===== config.mk =====
export PLATFORM = sky130hd
export DESIGN_NAME = rr_xfer_ctrl
export DESIGN_NICKNAME = d
export VERILOG_FILES = /design/src/rtl/rr_pkg.sv /design/src/rtl/rr_onehot_enc.sv /design/src/rtl/rr_xfer_ctrl.sv
export SDC_FILE = /design/constraint.sdc
export NUM_CORES = 1
export LEC_CHECK = 0
export ABC_AREA = 1
export BUFFER_PORTS_ARGS = -buffer_cell sky130_fd_sc_hd__buf_4
export CORE_MARGIN = 3
export CORE_UTILIZATION = 50
export DETAILED_ROUTE_END_ITERATION = 6
export GPL_TIMING_DRIVEN = 0
export PLACE_DENSITY = 0.82
export SKIP_CTS_REPAIR_TIMING = 1
export SYNTH_ARGS = -nofsm -noshare
export SYNTH_HDL_FRONTEND = slang
export SYNTH_SLANG_ARGS = --single-unit

===== constraint.sdc =====
create_clock -name clk -period 2.6 [get_ports clk]
set_input_delay 0.13 -clock clk [delete_from_list [all_inputs] [get_ports clk]]
set_output_delay 0.13 -clock clk [all_outputs]
set_load 0.05 [all_outputs]

===== src/rtl/rr_pkg.sv =====
`default_nettype none
// ============================================================================
// Module      : rr_pkg
// Description : Shared round-robin types: FSM encoding, default slice sizing
//               and a one-hot to binary helper used by scheduler and consumer.
// Revision    : 1.0  initial release
// ============================================================================
package rr_pkg;

    localparam int DEF_GSIZE     = 4;
    localparam int DEF_LOG_GSIZE = 2;

    localparam logic [1:0] ST_IDLE = 2'd0;
    localparam logic [1:0] ST_XFER = 2'd1;
    localparam logic [1:0] ST_GAP  = 2'd2;

    function automatic logic [DEF_LOG_GSIZE-1:0] onehot_to_bin(
        input logic [DEF_GSIZE-1:0] onehot
    );
        logic [DEF_LOG_GSIZE-1:0] bin;
        bin = '0;
        for (int i = 0; i < DEF_GSIZE; i++) begin
            if (onehot[i]) bin = bin | DEF_LOG_GSIZE'(i);
        end
        return bin;
    endfunction

endpackage
`default_nettype wire


===== src/rtl/rr_onehot_enc.sv =====
`default_nettype none
// ============================================================================
// Module      : rr_onehot_enc
// Description : One-hot to binary encoder with any-set and multi-hot flags.
// Revision    : 1.0  initial release
// ============================================================================
import rr_pkg::*;

module rr_onehot_enc #(
    parameter int GSIZE     = DEF_GSIZE,
    parameter int LOG_GSIZE = DEF_LOG_GSIZE
) (
    input  logic [GSIZE-1:0]     i_onehot,
    output logic [LOG_GSIZE-1:0] o_bin,
    output logic                 o_any,
    output logic                 o_multi
);

    logic w_seen;
    logic w_multi;

    // Each binary bit is the OR of the one-hot lines whose index has that bit set.
    for (genvar b = 0; b < LOG_GSIZE; b++) begin : g_bin_bit
        logic [GSIZE-1:0] w_mask;
        for (genvar i = 0; i < GSIZE; i++) begin : g_mask
            assign w_mask[i] = 1'((i >> b) & 1);
        end
        assign o_bin[b] = |(i_onehot & w_mask);
    end

    always_comb begin
        w_seen  = 1'b0;
        w_multi = 1'b0;
        for (int i = 0; i < GSIZE; i++) begin
            if (i_onehot[i]) begin
                w_multi = w_multi | w_seen;
                w_seen  = 1'b1;
            end
        end
    end

    assign o_any   = w_seen;
    assign o_multi = w_multi;

endmodule
`default_nettype wire


===== src/rtl/rr_xfer_ctrl.sv =====
`default_nettype none
// ============================================================================
// Module      : rr_xfer_ctrl
// Description : Turns one scheduler slice grant into a packet transfer and
//               stalls the slice while the packet is in flight.
//               Optional idle watchdog: define RR_XFER_TIMEOUT_EN.
// Revision    : 1.0  initial release
// ============================================================================
import rr_pkg::*;

module rr_xfer_ctrl #(
    parameter int GSIZE         = DEF_GSIZE,
    parameter int LOG_GSIZE     = DEF_LOG_GSIZE,
    parameter int MAX_BEATS     = 64,
    parameter int LOG_MAX_BEATS = 6
`ifdef RR_XFER_TIMEOUT_EN
    ,
    parameter int TIMEOUT       = 255
`endif
) (
    input  logic                 clk,
    input  logic                 rst,
    input  logic                 clr,
    input  logic [GSIZE-1:0]     grant,
    input  logic [GSIZE-1:0]     src_valid,
    input  logic [GSIZE-1:0]     src_last,
    input  logic                 dst_ready,
    output logic                 stall,
    output logic [LOG_GSIZE-1:0] sel,
    output logic [GSIZE-1:0]     src_pop,
    output logic                 dst_valid,
    output logic                 busy,
    output logic                 grant_err
`ifdef RR_XFER_TIMEOUT_EN
    ,
    output logic                 timeout_err
`endif
);

    localparam logic [LOG_MAX_BEATS:0] c_max_beats = (LOG_MAX_BEATS+1)'(MAX_BEATS);
    localparam logic [LOG_MAX_BEATS:0] c_cnt_one   = (LOG_MAX_BEATS+1)'(1);

    logic [1:0]             r_state;
    logic [LOG_GSIZE-1:0]   r_sel;
    logic [LOG_MAX_BEATS:0] r_beat_cnt;
    logic                   r_grant_err;
    logic [LOG_GSIZE-1:0]   w_grant_bin;
    logic                   w_grant_any;
    logic                   w_grant_multi;
    logic                   w_in_xfer;
    logic                   w_beat;
    logic [LOG_MAX_BEATS:0] w_cnt_inc;

    rr_onehot_enc #(
        .GSIZE     (GSIZE),
        .LOG_GSIZE (LOG_GSIZE)
    ) u_grant_enc (
        .i_onehot (grant),
        .o_bin    (w_grant_bin),
        .o_any    (w_grant_any),
        .o_multi  (w_grant_multi)
    );

    assign w_in_xfer = (r_state == ST_XFER);
    assign w_beat    = w_in_xfer & src_valid[r_sel] & dst_ready;
    assign w_cnt_inc = r_beat_cnt + c_cnt_one;

    // Zero-latency datapath controls: the beat completes in the cycle it is seen.
    assign stall     = w_in_xfer;
    assign busy      = w_in_xfer;
    assign dst_valid = w_beat;
    assign src_pop   = w_beat ? (GSIZE'(1) << r_sel) : '0;
    assign sel       = r_sel;
    assign grant_err = r_grant_err;

`ifdef RR_XFER_TIMEOUT_EN
    localparam logic [7:0] c_timeout = 8'(TIMEOUT);

    logic [7:0] r_idle_cnt;
    logic       r_timeout_err;

    assign timeout_err = r_timeout_err;
`endif

    always_ff @(posedge clk or posedge rst) begin
        if (rst) begin
            r_state     <= ST_IDLE;
            r_sel       <= '0;
            r_beat_cnt  <= '0;
            r_grant_err <= 1'b0;
`ifdef RR_XFER_TIMEOUT_EN
            r_idle_cnt    <= '0;
            r_timeout_err <= 1'b0;
`endif
        end else begin
            r_grant_err <= 1'b0;
`ifdef RR_XFER_TIMEOUT_EN
            r_timeout_err <= 1'b0;
`endif
            if (clr) begin
                r_state    <= ST_IDLE;
                r_beat_cnt <= '0;
`ifdef RR_XFER_TIMEOUT_EN
                r_idle_cnt <= '0;
`endif
            end else begin
                case (r_state)
                    ST_IDLE: begin
                        if (w_grant_multi) begin
                            r_grant_err <= 1'b1;
                        end else if (w_grant_any) begin
                            r_sel      <= w_grant_bin;
                            r_beat_cnt <= '0;
                            r_state    <= ST_XFER;
`ifdef RR_XFER_TIMEOUT_EN
                            r_idle_cnt <= '0;
`endif
                        end
                    end
                    ST_XFER: begin
                        if (w_beat) begin
                            r_beat_cnt <= w_cnt_inc;
                            // End of packet or forced release share one exit.
                            if (src_last[r_sel] || (w_cnt_inc == c_max_beats)) begin
                                r_state <= ST_GAP;
                            end
`ifdef RR_XFER_TIMEOUT_EN
                            r_idle_cnt <= '0;
                        end else if ((r_idle_cnt + 8'd1) == c_timeout) begin
                            r_idle_cnt    <= '0;
                            r_timeout_err <= 1'b1;
                            r_state       <= ST_GAP;
                        end else begin
                            r_idle_cnt <= r_idle_cnt + 8'd1;
`endif
                        end
                    end
                    ST_GAP:  r_state <= ST_IDLE;
                    default: r_state <= ST_IDLE;
                endcase
            end
        end
    end

endmodule
`default_nettype wire


# After elaboration in Yosys (flattened, before gate mapping)
# Cells that the tools add are included.
dict set report op_classes {
  bitwise_logic 6
  div 0
  n_mul 0
  n_shift 1
  n_addsub 1
  muxes 26
  eq_ne 6
  n_reduce_logical 8
  order_cmp 1
}
# cell count
set op_table {}
lappend op_table {{$mux W7} 4}
lappend op_table {{$pmux W7 S2} 1}
lappend op_table {{$mux W1} 12}
lappend op_table {{$reduce_and A4 Y1} 3}
lappend op_table {{$mux W2} 5}
lappend op_table {{$ne A3 B2 Y1 const B} 3}
lappend op_table {{$add A7 B1 Y7 const B} 1}
lappend op_table {{$eq A7 B7 Y1 const B} 1}
lappend op_table {{$bmux W1 S2} 2}
lappend op_table {{$mux W4} 1}
lappend op_table {{$pmux W2 S2} 1}
lappend op_table {{$reduce_or A2 Y1} 2}
lappend op_table {{$shl A1 B2 Y4 const A} 1}
lappend op_table {{$lt A2 B3 Y1 const B} 1}
lappend op_table {{$ne A3 B3 Y1 const B} 1}
lappend op_table {{$reduce_bool A3 Y1} 1}
lappend op_table {{$and A1 B1 Y1} 2}
lappend op_table {{$eq A2 B1 Y1 const B} 1}
lappend op_table {{$logic_not A2 Y1} 1}
lappend op_table {{$not A1 Y1} 2}
lappend op_table {{$or A1 B1 Y1} 2}
lappend op_table {{$logic_or A1 B1 Y1} 1}
dict set report totals {
  memories 0
  reg_bits 12
  inputBits 16
  out_inout_bits 10
  latchBits 0
  mem_bits_ro 0
  word_cells 53
  mem_bits_rw 0
}

# Logic depth before layout (Yosys ltp)
# Gate-level depths: netlist of run 1.
dict set report depth {
  word_depth 9
  mapped_depth 11
  ltp_nobuf 11
}

# Modules after synthesis
# Synthesis of run 1 repeated with hierarchy kept, for this count alone.
dict set report unflattened {
  cells_unflattened 127
  area_unflattened_um2 884.6
}
# mod cells_per_inst seq_area_each_um2 area_per_inst_um2 n_inst
set by_module_without_submodules {}
lappend by_module_without_submodules {rr_xfer_ctrl 116 300.3 838.3 1}
lappend by_module_without_submodules {rr_onehot_enc 11 0.0 46.3 1}

# Worst setup path after synthesis of run 1
# OpenSTA, ideal clock, no wires.
dict set report synth_path {
  kind {reg-to-output}
  from {register r_sel[0] (netlist: sel[0])}
  to {output port src_pop[0]}
  required_ps 2470
  n_path_buf 0
  arrival_ps 2181
  path_stages_with_launch 8
  setup_slack_ps 289
  cell_sequence {dfrtp_1 -> inv_2 -> nand2_1 -> nand2_1 -> nand2_1 -> nand2_2 -> nand2_4 -> nor3_1}
}
dict set report synth_between {
  elab_chain_len 5
  elab_cells_between_ends 6
  classes_between {shift (1); mux (3); bitwise (2)}
}
# item line
set synth_lines {}
lappend synth_lines {{start, declared} rr_xfer_ctrl.sv:44} ;# logic [LOG_GSIZE-1:0] r_sel;
lappend synth_lines {{start signal, assigned} rr_xfer_ctrl.sv:112} ;# r_sel <= w_grant_bin;
lappend synth_lines {{$bmux W1 S2} rr_xfer_ctrl.sv:65} ;# assign w_beat = w_in_xfer & src_valid[r_sel] & dst_ready;
lappend synth_lines {{$mux W1 (not written as such)} rr_xfer_ctrl.sv:65}
lappend synth_lines {{$and A1 B1 Y1 (2 in a row)} rr_xfer_ctrl.sv:65}
lappend synth_lines {{$mux W4 (*)} rr_xfer_ctrl.sv:72} ;# assign src_pop = w_beat ? (GSIZE'(1) << r_sel) : '0;
lappend synth_lines {{end, declared} rr_xfer_ctrl.sv:30} ;# output logic [GSIZE-1:0] src_pop,
# Mark *: on every way between the ends. The rest lies on a longest branch, timed or not. The select of a mux whose other input is x is not followed.

# Final worst setup path of run 1
dict set report layout_path {
  from {register r_sel[0] (netlist: sel[0])}
  to {output port src_pop[2]}
}
# Same word-level chain as after synthesis.

==> results_dict.tcl, run 1 <==
set metrics [dict create \
    syn_to_final_growth_pct 29.3 \
    placed_cells 180 \
    final_cells 185 \
    post_dp_cell_area_um2 1120 \
    core_area_um2 1590 \
    cts-root-buf "clkbuf_4" \
    power_leakage_nw 0.659 \
    diodes 0 \
    gp_congestion 0.905 \
    wl_per_cell_um 11.4 \
    p_per_area_nw_per_um2 797 \
    min_path_type "input port to register" \
    fmax_mhz 526 \
    fillCellCount 136 \
    arrival_ns 1.77 \
    grt_max_degree 13 \
    wl_um 2120 \
    ys_ff_latch 12 \
    critPathRequiredTime_ns 2.47 \
    hpwl_um 1630 \
    reg2reg_setup_slack_ns 1.12 \
    final_cell_area_um2 1160 \
    worst_slew_margin_rel_pct 67.7 \
    syn_nets 148 \
    post-route-min-period_ns 1.90 \
    critical_path_peak_fanout 8 \
    port_buffers 25 \
    synth_cell_types 24 \
    cp_top_family "simple AND/OR/NAND/NOR gates" \
    ys_seq_area_share_pct 33.4 \
    grt_usage_pct 19.6 \
    setup_viol 0 \
    die_x_um 48.4 \
    cts_made_buffers 3 \
    io_pins 26 \
    register_area_um2 300 \
    viasPerCell 5.17 \
    tns_ns 0 \
    path_common_cell "nand2_1" \
    synth_top_area_share_pct 33.4 \
    vias 956 \
    syn_inst 131 \
    crit_chain "inv_2 > nand2_1 > nand2_1 > nand2_1 > nand2_2 > nand2_4 > nor3_1 > buf_4" \
    drt_iter0_drc 7 \
    ant_nets 0 \
    first_global_vias 836 \
    drv_slew 0 \
    max-vdd-ir-drop_mv 0.642 \
    clkTransAtPathRegs_ns 0.08 \
    worstSetupStartpointType "register" \
    die-area_um2 2340 \
    drc 0 \
    yosys-top-cells-area "dfrtp_1 (33%), nand2_1 (18%), inv_1 (6.7%), nand4_1 (5.6%), nand3_1 (5.0%)" \
    worstSetupPathType "register to output pin" \
    die_h_um 48.4 \
    multi_input_area_um2 520 \
    tightest_slew_ns 0.484 \
    cts_tree "built" \
    grt_overflow 0 \
    rows 14 \
    cpPeakStageDelay_ns 0.49 \
    clock_sinks 12 \
    layout-drive-gt1-share_pct 28.0 \
    rsz0062_at_grt "no" \
    status "finished, final reports clean" \
    nets 179 \
    avgSynthCellArea_um2 6.87 \
    grt_pass1_wl_um 3690 \
    clkLatencyLatePin_ns 0.28 \
    period_share_pct 73.1 \
    floorplan.initialDensity_pct 56.4 \
    path_buf_inv 2 \
    htreeDepth 1 \
    ys_warn_count 0 \
    drt-pass1-iter-count 4 \
    antenna_found_initial 0 \
    clockBufferDepth 2 \
    drv_cap 0 \
    cpMaxStageDelayCell "dfrtp_1" \
    end_kind "output pin" \
    hold_viol 0 \
    syn_area_um2 900 \
    synth_top_area_cell "dfrtp_1" \
    fin_skew_ns 0.00432 \
]
Yosys cell counts:
cell and count:
nand2_1 44, inv_1 16, dfrtp_1 12, nor2_1 11
nand3_1 9, nand4_1 8, nor3_1 4, nand2_2 3
nand2_4 3, o21ai_0 3, and2_1 2, inv_2 2
nor2_2 2, o21ai_1 2, buf_4 1, clkinv_1 1
ha_1 1, nand3_4 1, nor2_8 1, nor3_2 1
nor4_1 1, o21ai_4 1, o21bai_1 1, or2_2 1
sequential cells by signal, indices dropped and copies added, names as in the netlist:
register	flops
grant_err	1
r_beat_cnt	7
r_state	2
sel	2
cells in the final DEF, fill, tap and decap left out, drive strengths merged:
cell type	instances
nor2	14
nor4	1
nand2	50
nand3	10
dfrtp	12
o21ai	6
clkinv	1
nor3	5
buf	26
ha	1
and2	2
o21bai	1
or2	1
nand4	8
clkbuf	4
dlygate4sd3	1
inv	18
area by class of cell:
class	count	area share [%]
plain buffers	1	0.645
repair buffers	26	17.0
well taps	24	2.58
clock buffers	4	3.12
flip-flops and latches	12	25.8
multi-input cells	99	44.7
inverters	19	6.13
cells by family after synthesis:
logic type | after synthesis | share of synthesized area, %
DFF | 12 | 33.4
and+or+nand+nor | 91 | 51.0
adders and majority gates | 1 | 1.39
buffers and inverters | 20 | 8.76
AOI/OAI and AO/OA | 7 | 5.42
routing by layer:
metal,global-route usage [%],wire length [um]
met5,0,0
met2,33.7,1070
met3,3.37,104
met1,24.8,905
met4,6.64,35
path summary, 6_finish.rpt:
kind / from / to / cells after the start
worst max-delay path: sel[0] / src_pop[2] / 8
worst min-delay path: clr / grant_err / 2
worst max register to register: sel[0] / r_beat_cnt[1] / 10
worst min register to register: r_state[1] / grant_err / 1
max in group asynchronous: rst / r_beat_cnt[1] / 3
min in group asynchronous: rst / r_beat_cnt[4] / 3
per-stage QoR:
step / util, % / hold slack (ns) / total power [mW] / setup WS (ns)
after floorplan: - / -0.00530 / 0.635 / 0.289
after global placement: 70.1 / 0.181 / 0.763 / 1.20
after detailed placement: 70.1 / 0.193 / 0.774 / 1.12
after CTS: 72.4 / -0.116 / 0.932 / 0.714
after global routing: 73.0 / 0.0804 / 0.992 / 0.619
final: 73.0 / 0.0872 / 0.927 / 0.700
power by group:
| group | switching (mW) | internal, mW | total [mW] |
|---|---|---|---|
| sequential | 0.0529 | 0.217 | 0.270 |
| combinational | 0.347 | 0.158 | 0.506 |
| clock | 0.0666 | 0.0852 | 0.152 |
| total | 0.467 | 0.460 | 0.927 |
Power figures use the tool's default switching activity.
==> inputs of run 2 (changes only) <==
- ABC_AREA: 1 -> 0
- CORE_ASPECT_RATIO: not set -> 0.7
- clock period: 2.6 -> 1.95 ns (I/O delays scaled with it)
==> run 2 against run 1 <==
Effect of this change: routed wire length grew 21%; non-clock buffer count increased by 3; design area increased by 4.9%; clock-buffer cell count stayed put; combinational power decreased by 41%; global-route usage is 2.6 points higher; first-iteration DRC count grew to 7.0 times the previous value; setup slack lost 0.61 ns; critical endpoint is now r_beat_cnt[6]; largest cell class unchanged.
==> results_dict.tcl, run 2 <==
set metrics [dict create \
    p_sw_mw 0.294 \
    sw_frac_of_total_pct 37.8 \
    pwr-share-seq_pct 35.5 \
    power_mw 0.778 \
    synth_enable_flop_cells 0 \
    hpwl_um 1940 \
    antenna_found_initial 0 \
    viasPerCell 6.33 \
    clkLatencyLatePin_ns 0.28 \
    largest_reg_flops 7 \
    syn_area_um2 962 \
    p_per_area_nw_per_um2 637 \
    ant_nets 0 \
    syn_to_final_growth_pct 26.9 \
    synth_top_area_share_pct 31.2 \
    grt_max_degree 13 \
    vias 1000 \
    layout-drive-gt1-share_pct 35.8 \
    diodes 0 \
    core_area_um2 1700 \
    end_kind "register" \
    r2r_start "r_beat_cnt[0]" \
    syn_inst 110 \
    power_leakage_nw 0.512 \
    cpMaxStageDelayCell "or4b_1" \
    final_util_pct 72.0 \
    hp-start "clr" \
    cts_tree "built" \
    synth_flop_cell "dfrtp_1" \
    worst_slew_margin_rel_pct 67.8 \
    rsz0062_at_grt "no" \
    worstSetupStartpointType "register" \
    max-vdd-ir-drop_mv 0.581 \
    critical_path_peak_fanout 6 \
    drv_slew 0 \
    tns_ns 0 \
    drt-pass1-iter-count 5 \
    drv_cap 0 \
    tightest_slew_ns 0.477 \
    p_int_mw 0.484 \
    clock_sinks 12 \
    ys_warn_count 0 \
    final_cell_area_um2 1220 \
    ys_ff_latch 12 \
    synth_cell_types 45 \
    cpPeakStageDelay_ns 0.52 \
    arrival_ns 2.06 \
    wl_um 2560 \
    period_share_pct 95.2 \
    min_path_type "input port to register" \
    cp_top_family "simple AND/OR/NAND/NOR gates" \
    synth_top_area_cell "dfrtp_1" \
    post_dp_cell_area_um2 1170 \
    grt_pass1_wl_um 4220 \
    ys_seq_area_share_pct 31.2 \
    hold_viol 0 \
    die_h_um 42.7 \
    cts_made_buffers 3 \
    syn_nets 127 \
    p_comb_share_pct 38.2 \
    grt_usage_pct 22.2 \
    yosys-top-cells-area "dfrtp_1 (31%), nand2b_1 (3.9%), a21oi_1 (3.6%), nor3_1 (3.6%), nor2_1 (3.5%)" \
    pre_cts_slack_ns 0.141 \
    setup_viol 0 \
    status "finished, final reports clean" \
    crit_chain "ha_1 > nand2_2 > or3_1 > or4b_1 > o211ai_2" \
    setup_ws_ns 0.0939 \
    path_buf_inv 0 \
    yosysMostFrequentCell "dfrtp_1" \
    htreeDepth 1 \
    synth_commonest_cells "dfrtp_1 (12), nor2_1 (9), a21oi_1 (7), nor3_1 (7)" \
    die-area_um2 2490 \
    first_global_vias 927 \
    wl_per_cell_um 16.2 \
    avgSynthCellArea_um2 8.75 \
    final_common_cell "buf_4" \
    drt_iter0_drc 49 \
    die_x_um 58.4 \
    fin_skew_ns 0.00190 \
    clockPowerShare_pct 26.3 \
    grt_overflow 0 \
    critPathLaunch "r_beat_cnt[0]" \
    critPathRequiredTime_ns 2.16 \
    worstSetupPathType "register to register" \
    drc 0 \
    fmax_mhz 539 \
    rows 12 \
    io_pins 26 \
    port_buffers 22 \
    nets 155 \
    gp_congestion 0.971 \
    clockBufferDepth 2 \
    cts-root-buf "clkbuf_4" \
    post-route-min-period_ns 1.86 \
    synthArstFlopShare_pct 100 \
    layout_common_cells "buf_4 (23), dfrtp_1 (12), nor2_1 (7), a21oi_1 (7)" \
    floorplan.initialDensity_pct 56.7 \
    clkTransAtPathRegs_ns 0.08 \
    max_flop_register "r_beat_cnt" \
]
run 2: cell types whose count changed after synthesis, sizes merged, moves of 6 or more:
cell,change
a21oi,+7
nand2b,+6
nand2,-43
nand3,-7
inv,-13
run 2: cells by family (layout without fill, tap and decap cells):
group,count (synthesis),after routing,share of synthesized area [%]
AND/OR/NAND/NOR,49,49,28.2
AO/OA/AOI/OAI,31,31,25.0
flip-flops,12,12,31.2
buffers and inverters,12,39,6.37
multiplexers,3,3,6.11
XOR/XNOR,2,2,1.82
adder cells (fa/ha/maj),1,1,1.30
run 2: final timing paths:
kind,cells past startpoint,slack (ns),end
setup / recovery,5,0.09,r_beat_cnt[6]
hold / removal,3,0.12,r_beat_cnt[4]
setup reg to reg,5,0.09,r_beat_cnt[6]
hold reg to reg,2,0.62,r_beat_cnt[4]
max in group asynchronous,3,1.22,r_beat_cnt[3]
min in group asynchronous,3,0.40,r_beat_cnt[4]
run 2: worst register-to-register path: stages, from the launching register on:
cell and delay (ns):
dfrtp_1 0.46, ha_1 0.29, nand2_2 0.08, or3_1 0.36, or4b_1 0.52, o211ai_2 0.07
run 2: final cells by class:
type,instances,area (um2)
Buffer,7,42.5
Clock buffer,4,36.3
Sequential cell,12,300
Fill cell,136,475
Tap cell,21,26.3
Multi-Input combinational cell,86,622
Timing Repair Buffer,23,175
Inverter,5,18.8
run 2: layer usage:
layer	vias to the layer above	wire length [um]	global-route usage, %
met2	46	1170	35.4
met1	479	1150	29.2
met4	0	11	3.24
li1	473	-	-
met3	2	230	7.90
met5	-	0	0
run 2: power groups by stage:
stage | sequential, mW | combinational (mW) | clock [mW]
detailed placement | 0.281 | 0.292 | 0
global placement | 0.279 | 0.287 | 0
global route | 0.279 | 0.318 | 0.220
floorplan | 0.299 | 0.189 | 0
CTS | 0.276 | 0.294 | 0.207
finish | 0.276 | 0.297 | 0.205
run 2: metrics by stage:
stage,hold slack [ns],instances
floorplan,-0.0378,110
global placement,0.152,153
detailed placement,0.160,153
CTS,-0.144,157
global route,0.150,158
finish,0.116,158
==> inputs of run 3 (changes only) <==
- CAP_MARGIN: not set -> 20
- clock period: 1.95 -> 2 ns (I/O delays scaled with it)
==> run 3 against run 2 <==
Effect of this change: utilization shrank 0.30 points; hold slack gained 0.011 ns; register-to-register slack better by 0.05 ns; fmax increased by 0.24%; flip-flop and latch count did not move; via count decreased by 3.2%; sequential share of layout area rose by 0.10 points; sequential power fell by 3%; clock power shrank 2%; first-iteration DRC count up 39%; setup slack better by 0.055 ns; combinational power decreased by 4%; highest routed layer is now met3.
==> results_dict.tcl, run 3 (synthesis results as in run 2) <==
set metrics [dict create \
    r2r_end "r_beat_cnt[6]" \
    layout_common_cells "buf_4 (23), dfrtp_1 (12), nor2_1 (9)" \
    vias 968 \
    grt_max_degree 13 \
    first_global_vias 868 \
    register_area_um2 300 \
    ant_nets 0 \
    cts_tree "built" \
    clkLatencyLatePin_ns 0.28 \
    tightest_slew_ns 0.489 \
    worst_slew_margin_rel_pct 67.0 \
    period_share_pct 92.6 \
    grt_usage_pct 20.8 \
    drv_slew 0 \
    status "finished, final reports clean" \
    critical_path_peak_fanout 6 \
    hpwl_um 1880 \
    fin_skew_ns 0.00384 \
    grt_pass1_wl_um 4010 \
    wl_per_cell_um 15.6 \
    drc 0 \
    final_cell_area_um2 1220 \
    cpMaxStageDelayCell "or4b_1" \
    min_path_type "input port to register" \
    die_x_um 58.4 \
    max_flop_register "r_beat_cnt" \
    drv_cap 0 \
    end_kind "register" \
    arrival_ns 2.06 \
    p_int_mw 0.471 \
    use_met2_pct 30.1 \
    final_common_cell "buf_4" \
    layout-drive-gt1-share_pct 34.3 \
    grtUsageMet3_pct 7.60 \
    reg2reg_depth 5 \
    core_area_um2 1700 \
    largest_reg_flops 7 \
    clockPowerShare_pct 26.7 \
    hold_viol 0 \
    endpoint "r_beat_cnt[6]" \
    die-area_um2 2490 \
    grt_overflow 0 \
    reg2reg_setup_slack_ns 0.15 \
    htreeDepth 1 \
    clockBufferDepth 2 \
    rsz0062_at_grt "no" \
    nets 155 \
    setup_viol 0 \
    wl_um 2470 \
    p_sw_mw 0.283 \
    clock_sinks 12 \
    port_buffers 22 \
    worstSetupPathType "register to register" \
    power_leakage_nw 0.512 \
    diodes 0 \
    r2r_start "r_beat_cnt[0]" \
    viasPerCell 6.13 \
    post_dp_cell_area_um2 1170 \
    worstSetupStartpointType "register" \
    drt-pass1-iter-count 4 \
    fmax_mhz 540 \
    syn_to_final_growth_pct 26.4 \
    io_pins 26 \
    cts_made_buffers 3 \
    rows 12 \
    gp_congestion 0.989 \
    crit_chain "ha_1 > nand2_2 > or3_1 > or4b_1 > o211ai_2" \
    critPathRequiredTime_ns 2.21 \
    drt_iter0_drc 68 \
    antenna_found_initial 0 \
    gr-usage-met1_pct 30.4 \
    floorplan.initialDensity_pct 56.7 \
    critPathLaunch "r_beat_cnt[0]" \
    final_util_pct 71.7 \
    max-vdd-ir-drop_mv 0.439 \
    sw_frac_of_total_pct 37.5 \
    multi_input_area_um2 617 \
    post-route-min-period_ns 1.85 \
    top_usage_layer "met1" \
    pwr-share-seq_pct 35.6 \
    fillCellCount 140 \
    p_comb_share_pct 37.7 \
    die_h_um 42.7 \
    cpPeakStageDelay_ns 0.53 \
    clkTransAtPathRegs_ns 0.08 \
    p_per_area_nw_per_um2 620 \
    cts-root-buf "clkbuf_4" \
]
[run 3: changes by cell type in the layout (fill, tap and decap cells not counted)]
cell | previous run | this run
nor2_2 | 2 | 0
nor2_1 | 7 | 9
[run 3: per-stage QoR]
stage / hold WS (ns) / total power [mW] / instances / TNS (ns) / setup slack [ns]
after floorplan: -0.0353 / 0.472 / 110 / -0.0297 / -0.0174
after global placement: 0.151 / 0.548 / 153 / 0 / 0.240
after detailed placement: 0.158 / 0.554 / 153 / 0 / 0.181
after CTS: -0.153 / 0.758 / 157 / 0 / 0.164
after global routing: 0.142 / 0.793 / 158 / 0 / 0.0851
final: 0.127 / 0.754 / 158 / 0 / 0.148
[run 3: metal layers]
layer | routed length (um) | part of all wire [%]
met3 | 240 | 9.7
met5 | 0 | 0
met2 | 1080 | 44
met1 | 1150 | 47
met4 | 0 | 0
[run 3: power groups by stage]
stage	Sequential [mW]	Combinational [mW]	Clock, mW
3_5_place_dp	0.273	0.281	0
4_1_cts	0.269	0.282	0.207
3_3_place_gp	0.272	0.276	0
2_1_floorplan	0.291	0.181	0
6_report	0.269	0.284	0.201
5_1_grt	0.272	0.306	0.215
[run 3: how the worst min path moves through the flow]
stage,start,to,slack (ns),cells after the start
2_1_floorplan,rst,grant_err,-0.04,1
3_3_place_gp,rst,grant_err,0.15,2
3_5_place_dp,rst,r_state[0],0.16,2
4_1_cts,rst,r_state[0],-0.15,2
5_1_grt,clr,r_beat_cnt[4],0.14,3
6_report,clr,r_beat_cnt[4],0.13,3
[run 3: critical path: cells and delay by family, from the launching register on]
family	cells	cell delay [ns]
AOI/OAI and AO/OA	1	0.07
and+or+nand+nor	3	0.98
adders and majority gates	1	0.28
DFF	1	0.45
[run 3: final cells by class]
class / count / share of cell area, %
clock buffers: 4 / 2.98
repair buffers: 23 / 14.4
well taps: 21 / 2.16
multi-input cells: 86 / 50.7
flip-flops and latches: 12 / 24.7
inverters: 5 / 1.54
plain buffers: 7 / 3.50
